### config.mk
export PLATFORM = sky130hd
export DESIGN_NAME = serial_adder
export DESIGN_NICKNAME = d
export VERILOG_FILES = /design/src/rtl/serial_adder.sv
export SDC_FILE = /design/constraint.sdc
export NUM_CORES = 1
export LEC_CHECK = 0
export ABC_AREA = 1
export BUFFER_PORTS_ARGS = -buffer_cell sky130_fd_sc_hd__clkbuf_2
export CAP_MARGIN = 20
export CORE_ASPECT_RATIO = 1.5
export CORE_MARGIN = 10
export CORE_UTILIZATION = 40
export CTS_CLUSTER_DIAMETER = 80
export CTS_CLUSTER_SIZE = 30
export DETAILED_ROUTE_END_ITERATION = 16
export GPL_ROUTABILITY_DRIVEN = 0
export GPL_TIMING_DRIVEN = 1
export PLACE_DENSITY_LB_ADDON = 0.25
export SLEW_MARGIN = 25
export SYNTH_ARGS = -nofsm -noshare
export SYNTH_HDL_FRONTEND = slang
export SYNTH_SLANG_ARGS = --single-unit
### constraint.sdc
create_clock -name clk -period 1.4 [get_ports clk]
set_input_delay 0.28 -clock clk [delete_from_list [all_inputs] [get_ports clk]]
set_output_delay 0.28 -clock clk [all_outputs]
set_load 0.02 [all_outputs]
### src/rtl/serial_adder.sv
// Bit-serial adder: one full-adder cell plus a carry flop, LSB first, valid/ready on both sides.
// Optional subtract mode is enabled by defining SERIAL_ADDER_SUB_EN (adds the `sub` input).
module serial_adder #(
  parameter int unsigned WIDTH = 8
) (
  input  logic             clk,
  input  logic             rst_n,
  input  logic             in_valid,
  output logic             in_ready,
  input  logic [WIDTH-1:0] a,
  input  logic [WIDTH-1:0] b,
  input  logic             c_in,
`ifdef SERIAL_ADDER_SUB_EN
  input  logic             sub,
`endif
  output logic             out_valid,
  input  logic             out_ready,
  output logic [WIDTH-1:0] sum,
  output logic             carry
);

  localparam int unsigned CNT_W = $clog2(WIDTH) + 1;
  localparam logic [CNT_W-1:0] LastCnt = CNT_W'(WIDTH);

  localparam logic [1:0] StIdle = 2'd0;
  localparam logic [1:0] StRun  = 2'd1;
  localparam logic [1:0] StDone = 2'd2;

  logic [1:0]       state_q, state_d;
  logic [WIDTH-1:0] a_q, a_d;
  logic [WIDTH-1:0] b_q, b_d;
  logic [WIDTH-1:0] acc_q, acc_d;
  logic [WIDTH-1:0] sum_q, sum_d;
  logic [CNT_W-1:0] cnt_q, cnt_d;
  logic             cy_q, cy_d;
  logic             carry_q, carry_d;

  logic [WIDTH-1:0] b_load;
  logic             cy_load;
  logic             fa_s, fa_c;

  // Subtraction is A + ~B + 1, so only the latched operand and carry seed differ.
  always_comb begin
`ifdef SERIAL_ADDER_SUB_EN
    b_load  = sub ? ~b : b;
    cy_load = sub ? 1'b1 : c_in;
`else
    b_load  = b;
    cy_load = c_in;
`endif
  end

  assign fa_s = a_q[0] ^ b_q[0] ^ cy_q;
  assign fa_c = (a_q[0] & b_q[0]) | (a_q[0] & cy_q) | (b_q[0] & cy_q);

  always_comb begin
    state_d = state_q;
    a_d     = a_q;
    b_d     = b_q;
    acc_d   = acc_q;
    sum_d   = sum_q;
    cnt_d   = cnt_q;
    cy_d    = cy_q;
    carry_d = carry_q;
    unique case (state_q)
      StIdle: begin
        if (in_valid) begin
          a_d     = a;
          b_d     = b_load;
          cy_d    = cy_load;
          acc_d   = '0;
          cnt_d   = '0;
          state_d = StRun;
        end
      end
      StRun: begin
        // Partial sum lives in acc_q; sum_q only updates once all bits are done.
        if (cnt_q == LastCnt) begin
          sum_d   = acc_q;
          carry_d = cy_q;
          state_d = StDone;
        end else begin
          cy_d  = fa_c;
          a_d   = a_q >> 1;
          b_d   = b_q >> 1;
          acc_d = {fa_s, acc_q[WIDTH-1:1]};
          cnt_d = cnt_q + CNT_W'(1);
        end
      end
      StDone: begin
        if (out_ready) begin
          state_d = StIdle;
        end
      end
      default: state_d = StIdle;
    endcase
  end

  always_ff @(posedge clk or negedge rst_n) begin
    if (!rst_n) begin
      state_q <= StIdle;
      a_q     <= '0;
      b_q     <= '0;
      acc_q   <= '0;
      sum_q   <= '0;
      cnt_q   <= '0;
      cy_q    <= 1'b0;
      carry_q <= 1'b0;
    end else begin
      state_q <= state_d;
      a_q     <= a_d;
      b_q     <= b_d;
      acc_q   <= acc_d;
      sum_q   <= sum_d;
      cnt_q   <= cnt_d;
      cy_q    <= cy_d;
      carry_q <= carry_d;
    end
  end

  assign in_ready  = (state_q == StIdle);
  assign out_valid = (state_q == StDone);
  assign sum       = sum_q;
  assign carry     = carry_q;

endmodule

==> results of run 1 <==
==> how the worst max path moves through the flow <==
stage,end,slack (ps)
final,in_ready,60
after global routing,a_q[0],-10
after CTS,in_ready,3
after detailed placement,cnt_q[1],70
after global placement,acc_q[6],90
after floorplan,a_q[0],20
==> cell families (layout without fill, tap and decap cells) <==
logic type               Yosys count  after routing  share of synthesized area [%]
XOR/XNOR                           1              1                          0.449
flip-flops                        40             40                           51.3
AO/OA/AOI/OAI                      2              2                          0.834
adder cells (fa/ha/maj)            3              3                           2.31
buffers and inverters             26             66                           7.50
AND/OR/NAND/NOR                  172            172                           37.6
==> worst register-to-register path, cell delays in order, from the launching register on <==
cell,delay [ps]
sky130_fd_sc_hd__dfrtp_1,380
sky130_fd_sc_hd__inv_1,70
sky130_fd_sc_hd__ha_1,160
sky130_fd_sc_hd__nand3_1,130
sky130_fd_sc_hd__nand2_4,150
sky130_fd_sc_hd__buf_6,200
sky130_fd_sc_hd__nand3_1,90
sky130_fd_sc_hd__nand2_1,80
==> synthesized netlist by cell type <==
master,count
sky130_fd_sc_hd__o21ai_2,1
sky130_fd_sc_hd__nand2_4,2
sky130_fd_sc_hd__nand2_2,1
sky130_fd_sc_hd__nor2_1,2
sky130_fd_sc_hd__o31ai_1,1
sky130_fd_sc_hd__xor2_1,1
sky130_fd_sc_hd__buf_6,4
sky130_fd_sc_hd__buf_2,5
sky130_fd_sc_hd__inv_1,12
sky130_fd_sc_hd__inv_2,1
sky130_fd_sc_hd__nand3_1,39
sky130_fd_sc_hd__dfrtp_1,40
sky130_fd_sc_hd__nand4_1,1
sky130_fd_sc_hd__nor2_2,1
sky130_fd_sc_hd__nand2_1,125
sky130_fd_sc_hd__clkbuf_2,1
sky130_fd_sc_hd__buf_4,3
sky130_fd_sc_hd__nor2_8,1
sky130_fd_sc_hd__fa_1,1
sky130_fd_sc_hd__ha_1,2
==> metal layers <==
layer  global-route usage [%]  vias to the layer above  routed length [um]
li1                         -                      836                   -
met1                     11.4                      730                1730
met2                     18.0                       32                2120
met3                     3.40                        6                 201
met4                     4.84                        0                  76
met5                        0                        -                   0
==> cell type report <==
type	instances	area (um2)
Fill cell	503	2430
Sequential cell	40	1000
Multi-Input combinational cell	178	808
Timing Repair Buffer	44	277
Tap cell	66	82.6
Clock buffer	5	68.8
Inverter	13	52.6
Clock inverter	3	42.5
Timing Repair inverter	1	7.51
==> sequential cells by signal (all words and copies together) (netlist names) <==
| signal | cells |
|---|---|
| cy_q | 1 |
| a_q | 8 |
| sum | 8 |
| carry | 1 |
| cnt_q | 4 |
| b_q | 8 |
| acc_q | 8 |
| state_q | 2 |
==> stage by stage <==
step	worst slack [ps]	instance area [um2]	power [mW]	setup TNS (ps)	std cells
after floorplan	18.0	1950	3.77	0	244
after global placement	89.2	2190	4.29	0	340
after detailed placement	68.2	2190	4.35	0	340
after CTS	2.70	2320	5.32	0	349
after global routing	-13.1	2340	5.80	-41.1	350
final	61.8	2340	5.30	0	350
==> timing repair <==
item,4_1_cts,5_1_grt
endpoints found under the setup margin,2,23
hold buffers,1,0
setup buffers,0,0
gates resized for setup,2,9
endpoints found under the hold margin,40,0
cloned,0,1
==> report_power, final <==
part	switching [mW]	internal [mW]	total, mW	leakage (nW)
clock network	0.414	0.527	0.941	0.0541
logic	1.55	0.885	2.43	0.769
registers	0.297	1.63	1.93	0.516
==> flow_metrics.py, run 1 <==
metrics = {
    "run_status": {
        "status": "completed",
    },
    "detailed_routing": {
        "route.detailed.wl_per_inst_um": 11.8,
        "viasPerCell": 4.58,
        "routed_wl_um": 4130,
        "num_vias": 1604,
        "detailedRoute.firstPassIterationCount": 4,
        "dr.first_iter.drc_count": 129,
        "ant_nets": 0,
        "total_drc_errors_in_the_routed_layout": 0,
    },
    "timing": {
        "timing_hold_violations_final": 0,
        "timing_max_transition_violations_final": 0,
        "min_period_over_period_pct": 95.6,
        "worstMarginPinSlew_ps": 228,
        "grt_setup_unrepaired": "true",
        "finalSetupViolations": 0,
        "period_needed_ps": 1340,
        "timing.slew.headroom_pct": 84.7,
        "final.hold.worst_slack_ps": 179,
        "max_clock_freq_mhz": 747,
        "worst_clock_skew_ps": 5.02,
    },
    "die": {
        "dieWidth_um": 77.0,
        "placeableCoreArea_um2": 4770,
        "num_rows": 31,
        "die_height_um": 106,
        "die-area_um2": 8130,
        "start_util_pct": 40.9,
        "top_level_ports": 32,
    },
    "worst_hold_path": {
        "hold_path_depth": 3,
        "holdCritPathClass": "in -> reg",
        "startpoint_of_the_worst_hold_path": "b[7]",
        "whs_endpoint": "b_q[7]",
    },
    "global_route": {
        "first_pass_grt_wire_length_um": 7060,
        "antenna_violations_before_repair": 0,
        "global_route.usage.total_pct": 10.5,
        "first_global_vias": 1605,
        "gr-total-overflow": 0,
        "grt_start_max_net_pins": 41,
    },
    "clock_tree": {
        "cts_tree": "done",
        "htree_num_levels": 2,
        "numCtsBuffers": 5,
        "cts.reportedPaths.clkPinSlew_ps": 80,
        "cts_root_buffer": "sky130_fd_sc_hd__clkbuf_8",
        "clock_latency_ps": 300,
        "cts.sink_count": 40,
        "clockBufferDepth": 2,
    },
    "setup_path": {
        "worst-setup-path-type": "reg -> out",
        "ff2ff_path_depth": 7,
        "cp_depth": 2,
        "critPathMaxStageDelay_ps": 440,
        "worst_setup_path_end_kind": "primary output",
        "critPathBufInv": 1,
        "timing.critical_path.from": "state_q[0]",
        "critical_path_cell_by_cell": "nor2_2 > buf_4",
        "worstPathRequired_ps": 1120,
        "critical_path.reg2reg.endpoint": "a_q[6]",
        "critPathLaunchType": "flop",
        "critPathTopFamily": "flip-flops",
        "critPathSlowestCell": "sky130_fd_sc_hd__dfrtp_1",
        "r2r-start": "cnt_q[0]",
        "timing.critical_path.arrival_ps": 1060,
        "timing.reg2reg.setup_slack_ps": 70,
        "crit_fanout": 5,
    },
    "yosys": {
        "synth.distinct_cells": 20,
        "yosysTopAreaCellShare_pct": 51.3,
        "sequential_area_share_after_synthesis_pct": 51.3,
        "synth.yosys.warnings": 0,
        "synth_area_leaders": "sky130_fd_sc_hd__dfrtp_1, sky130_fd_sc_hd__nand2_1, sky130_fd_sc_hd__nand3_1",
        "ys_ff_latch": 40,
        "synth_largest_area_cell": "sky130_fd_sc_hd__dfrtp_1",
        "synth.avg_cell_area_um2": 7.99,
        "mappedNetlistArea_um2": 1950,
        "postSynthNetCount": 268,
        "syn-instance-count": 244,
    },
    "power_and_ir_drop": {
        "power_density_nw_per_um2": 2270,
        "vdd.ir_drop.worst_v": 0.000935,
        "p_leak_nw": 1.34,
    },
    "cells_and_area": {
        "final_nets": 307,
        "most_frequent_cells_in_the_layout": "sky130_fd_sc_hd__nand2_1, sky130_fd_sc_hd__nand3_1, sky130_fd_sc_hd__dfrtp_1, sky130_fd_sc_hd__clkbuf_2, sky130_fd_sc_hd__buf_4",
        "areaGrowthSynthToFinish_pct": 20.0,
        "antenna_diode_count": 0,
        "layout.cells.most_common": "sky130_fd_sc_hd__nand2_1",
        "drive_above_1_share_pct": 22.5,
        "final_util_pct": 49.1,
    },
    "place": {
        "dp_hpwl_um": 2990,
        "portBuffers": 31,
    },
    "flow_run": {
        "timing.max_cap.violations": 0,
    },
}
Power figures use the tool's default switching activity.
==> inputs of run 2 (changes only) <==
ABC_AREA = 0   (was 1)
clock period = 1.3 ns   (was 1.4 ns; I/O delays follow)
==> run 2 against run 1 <==
Effect of this change:
- the flow now finishes with violations (setup timing)
- setup slack got worse by 360 ps
- largest power group unchanged
- utilization increased by 9.7 points
- cell count fell by 32%
- area after synthesis fell by 9.1%
- largest cell class unchanged
- design area rose by 6.6%
- routed wire length is 3.3% lower
==> flow_metrics.py, run 2 <==
metrics = {
    "yosys": {
        "synth_async_sr_flop_share_pct": 100,
        "mappedNetlistArea_um2": 1770,
        "synth_largest_area_cell": "sky130_fd_sc_hd__dfrtp_1",
        "syn-instance-count": 127,
        "synth.distinct_cells": 27,
        "sequential_area_share_after_synthesis_pct": 56.5,
        "yosysTopAreaCellShare_pct": 56.5,
        "synth.most_common_cell": "sky130_fd_sc_hd__dfrtp_1",
        "post_synth_most_frequent_cells": "sky130_fd_sc_hd__dfrtp_1, sky130_fd_sc_hd__mux2_2, sky130_fd_sc_hd__a22o_1, sky130_fd_sc_hd__inv_1, sky130_fd_sc_hd__mux2_1",
        "count_of_flip_flops_with_a_built_in_enable_after_synthesis": 0,
        "synth_area_leaders": "sky130_fd_sc_hd__dfrtp_1, sky130_fd_sc_hd__mux2_2, sky130_fd_sc_hd__a22o_1",
        "synth.yosys.warnings": 0,
        "synth.avg_cell_area_um2": 14.0,
        "synth-xor-area-share_pct": 0,
        "ys_ff_latch": 40,
        "yosys.area_share.adder_pct": 2.54,
        "multiplexer_share_of_the_synthesized_area_pct": 23.8,
        "synth_compound_gate_area_share_pct": 8.47,
        "primary_flip_flop_cell_chosen_by_synthesis_mapping": "sky130_fd_sc_hd__dfrtp_1",
        "synth_top_family_by_area": "multiplexers",
        "postSynthNetCount": 151,
        "synth_simple_gate_area_share_pct": 5.15,
    },
    "die": {
        "dieWidth_um": 74.4,
        "placeableCoreArea_um2": 4250,
        "die-area_um2": 7550,
        "start_util_pct": 41.8,
        "top_level_ports": 32,
        "num_rows": 29,
        "die_height_um": 102,
    },
    "clock_tree": {
        "clockBufferDepth": 2,
        "numCtsBuffers": 5,
        "cts_tree": "done",
        "cts.reportedPaths.clkPinSlew_ps": 80,
        "clock_latency_ps": 290,
        "htree_num_levels": 2,
        "cts_root_buffer": "sky130_fd_sc_hd__clkbuf_8",
        "cts.sink_count": 40,
    },
    "detailed_routing": {
        "viasPerCell": 5.21,
        "total_drc_errors_in_the_routed_layout": 0,
        "dr.first_iter.drc_count": 41,
        "routed_wl_um": 4000,
        "num_vias": 1245,
        "ant_nets": 0,
        "detailedRoute.firstPassIterationCount": 4,
        "route.detailed.wl_per_inst_um": 16.7,
    },
    "setup_path": {
        "critPathLaunchType": "flop",
        "timing.critical_path.arrival_ps": 1780,
        "critPathMaxStageDelay_ps": 370,
        "critPathTopFamily": "flip-flops",
        "worst-setup-path-type": "reg -> reg",
        "worstPathRequired_ps": 1480,
        "worst_setup_path_end_kind": "flop",
        "ff2ff_path_depth": 7,
        "critPathSlowestCell": "sky130_fd_sc_hd__dfrtp_1",
        "timing.critical_path.from": "cnt_q[0]",
        "crit_fanout": 8,
        "critical-path-top-cell-by-count": "sky130_fd_sc_hd__inv_2",
        "r2r-start": "cnt_q[0]",
        "cp_depth": 7,
        "critical_path_cell_by_cell": "inv_2 > ha_4 > and3b_1 > a21o_1 > inv_2 > buf_12 > mux2_4",
        "critPathBufInv": 3,
    },
    "timing": {
        "worstMarginPinSlew_ps": 284,
        "grt_setup_unrepaired": "true",
        "finalWorstSetupSlack_ps": -301,
        "finalSetupViolations": 39,
        "period_needed_ps": 1600,
        "max_clock_freq_mhz": 625,
        "final.hold.worst_slack_ps": 219,
        "timing_hold_violations_final": 0,
        "timing_max_transition_violations_final": 0,
        "timing.slew.headroom_pct": 81.1,
        "min_period_over_period_pct": 123,
        "worst_clock_skew_ps": 8.00,
    },
    "cells_and_area": {
        "drive_above_1_share_pct": 54.4,
        "layout.cells.most_common": "sky130_fd_sc_hd__dfrtp_1",
        "areaGrowthSynthToFinish_pct": 40.7,
        "final_util_pct": 58.8,
        "most_frequent_cells_in_the_layout": "sky130_fd_sc_hd__dfrtp_1, sky130_fd_sc_hd__clkbuf_2, sky130_fd_sc_hd__mux2_4, sky130_fd_sc_hd__buf_4, sky130_fd_sc_hd__a22o_1",
        "antenna_diode_count": 0,
        "layout.filler_cells": 344,
        "final_nets": 216,
        "stdcell_count": 239,
    },
    "global_route": {
        "gr-total-overflow": 0,
        "antenna_violations_before_repair": 0,
        "first_pass_grt_wire_length_um": 6640,
        "first_global_vias": 1428,
        "grt_start_max_net_pins": 41,
        "global_route.usage.total_pct": 11.2,
    },
    "run_status": {
        "status": "complete, but fails checks",
        "violations": "setup timing",
    },
    "place": {
        "dp_hpwl_um": 2840,
        "placedCellCount": 223,
        "portBuffers": 31,
        "detailedPlace.worstSlack_ps": -307,
    },
    "worst_hold_path": {
        "startpoint_of_the_worst_hold_path": "b[7]",
        "hold_path_depth": 2,
        "holdCritPathClass": "in -> reg",
    },
    "power_and_ir_drop": {
        "p_leak_nw": 1.31,
        "power_density_nw_per_um2": 2440,
        "vdd.ir_drop.worst_v": 0.00148,
    },
    "flow_run": {
        "timing.max_cap.violations": 0,
    },
}
run 2: path summary, 6_finish.rpt:
| kind | to | slack [ps] |
|---|---|---|
| worst min-delay path | b_q[7] | 220 |
| worst max-delay path | b_q[3] | -300 |
| min in group asynchronous | sum[0] | 470 |
| max in group asynchronous | b_q[6] | 630 |
| worst min register to register | a_q[7] | 510 |
| worst max register to register | b_q[3] | -300 |
run 2: layout make-up:
cell class / count / area (um2) / share of cell area (%)
repair buffers: 62 / 479 / 19.2
clock buffers: 7 / 86.3 / 3.46
multi-input cells: 76 / 837 / 33.6
inverters: 7 / 26.3 / 1.05
flip-flops and latches: 40 / 1000 / 40.1
well taps: 46 / 57.6 / 2.31
clock inverters: 1 / 7.51 / 0.301
run 2: repair_timing:
item                                    in CTS  in global routing
pin swaps                                    3                  4
hold buffers                                 1                  0
buffers inserted                             4                  5
endpoints found under the setup margin      39                 40
endpoints found under the hold margin       40                  0
gates resized for setup                     24                  7
run 2: kinds of logic after synthesis:
family	after synthesis
fa+ha+maj	3
compound gates	19
buf+inv	11
flops	40
simple gates	16
mux	38
run 2: per-layer routing:
| metal | up-vias | wire length (um) | GRT usage, % |
|---|---|---|---|
| met1 | 628 | 1540 | 12.0 |
| met2 | 24 | 2160 | 19.4 |
| met5 | - | 0 | 0 |
| li1 | 586 | - | - |
| met3 | 7 | 235 | 4.01 |
| met4 | 0 | 63 | 4.38 |
run 2: report_power, final:
| group | internal, mW | switching, mW |
|---|---|---|
| clock | 0.431 | 0.425 |
| sequential | 1.76 | 0.308 |
| combinational | 1.87 | 1.30 |
| total | 4.06 | 2.03 |
run 2: stage by stage:
step / setup TNS [ps] / cell area [um2] / power, mW
2_1_floorplan: -6410 / 1840 / 3.85
3_5_place_dp: -7590 / 2230 / 4.81
6_report: -7210 / 2490 / 6.09
5_1_grt: -9780 / 2490 / 6.49
4_1_cts: -7810 / 2460 / 6.04
3_3_place_gp: -6520 / 2230 / 4.70
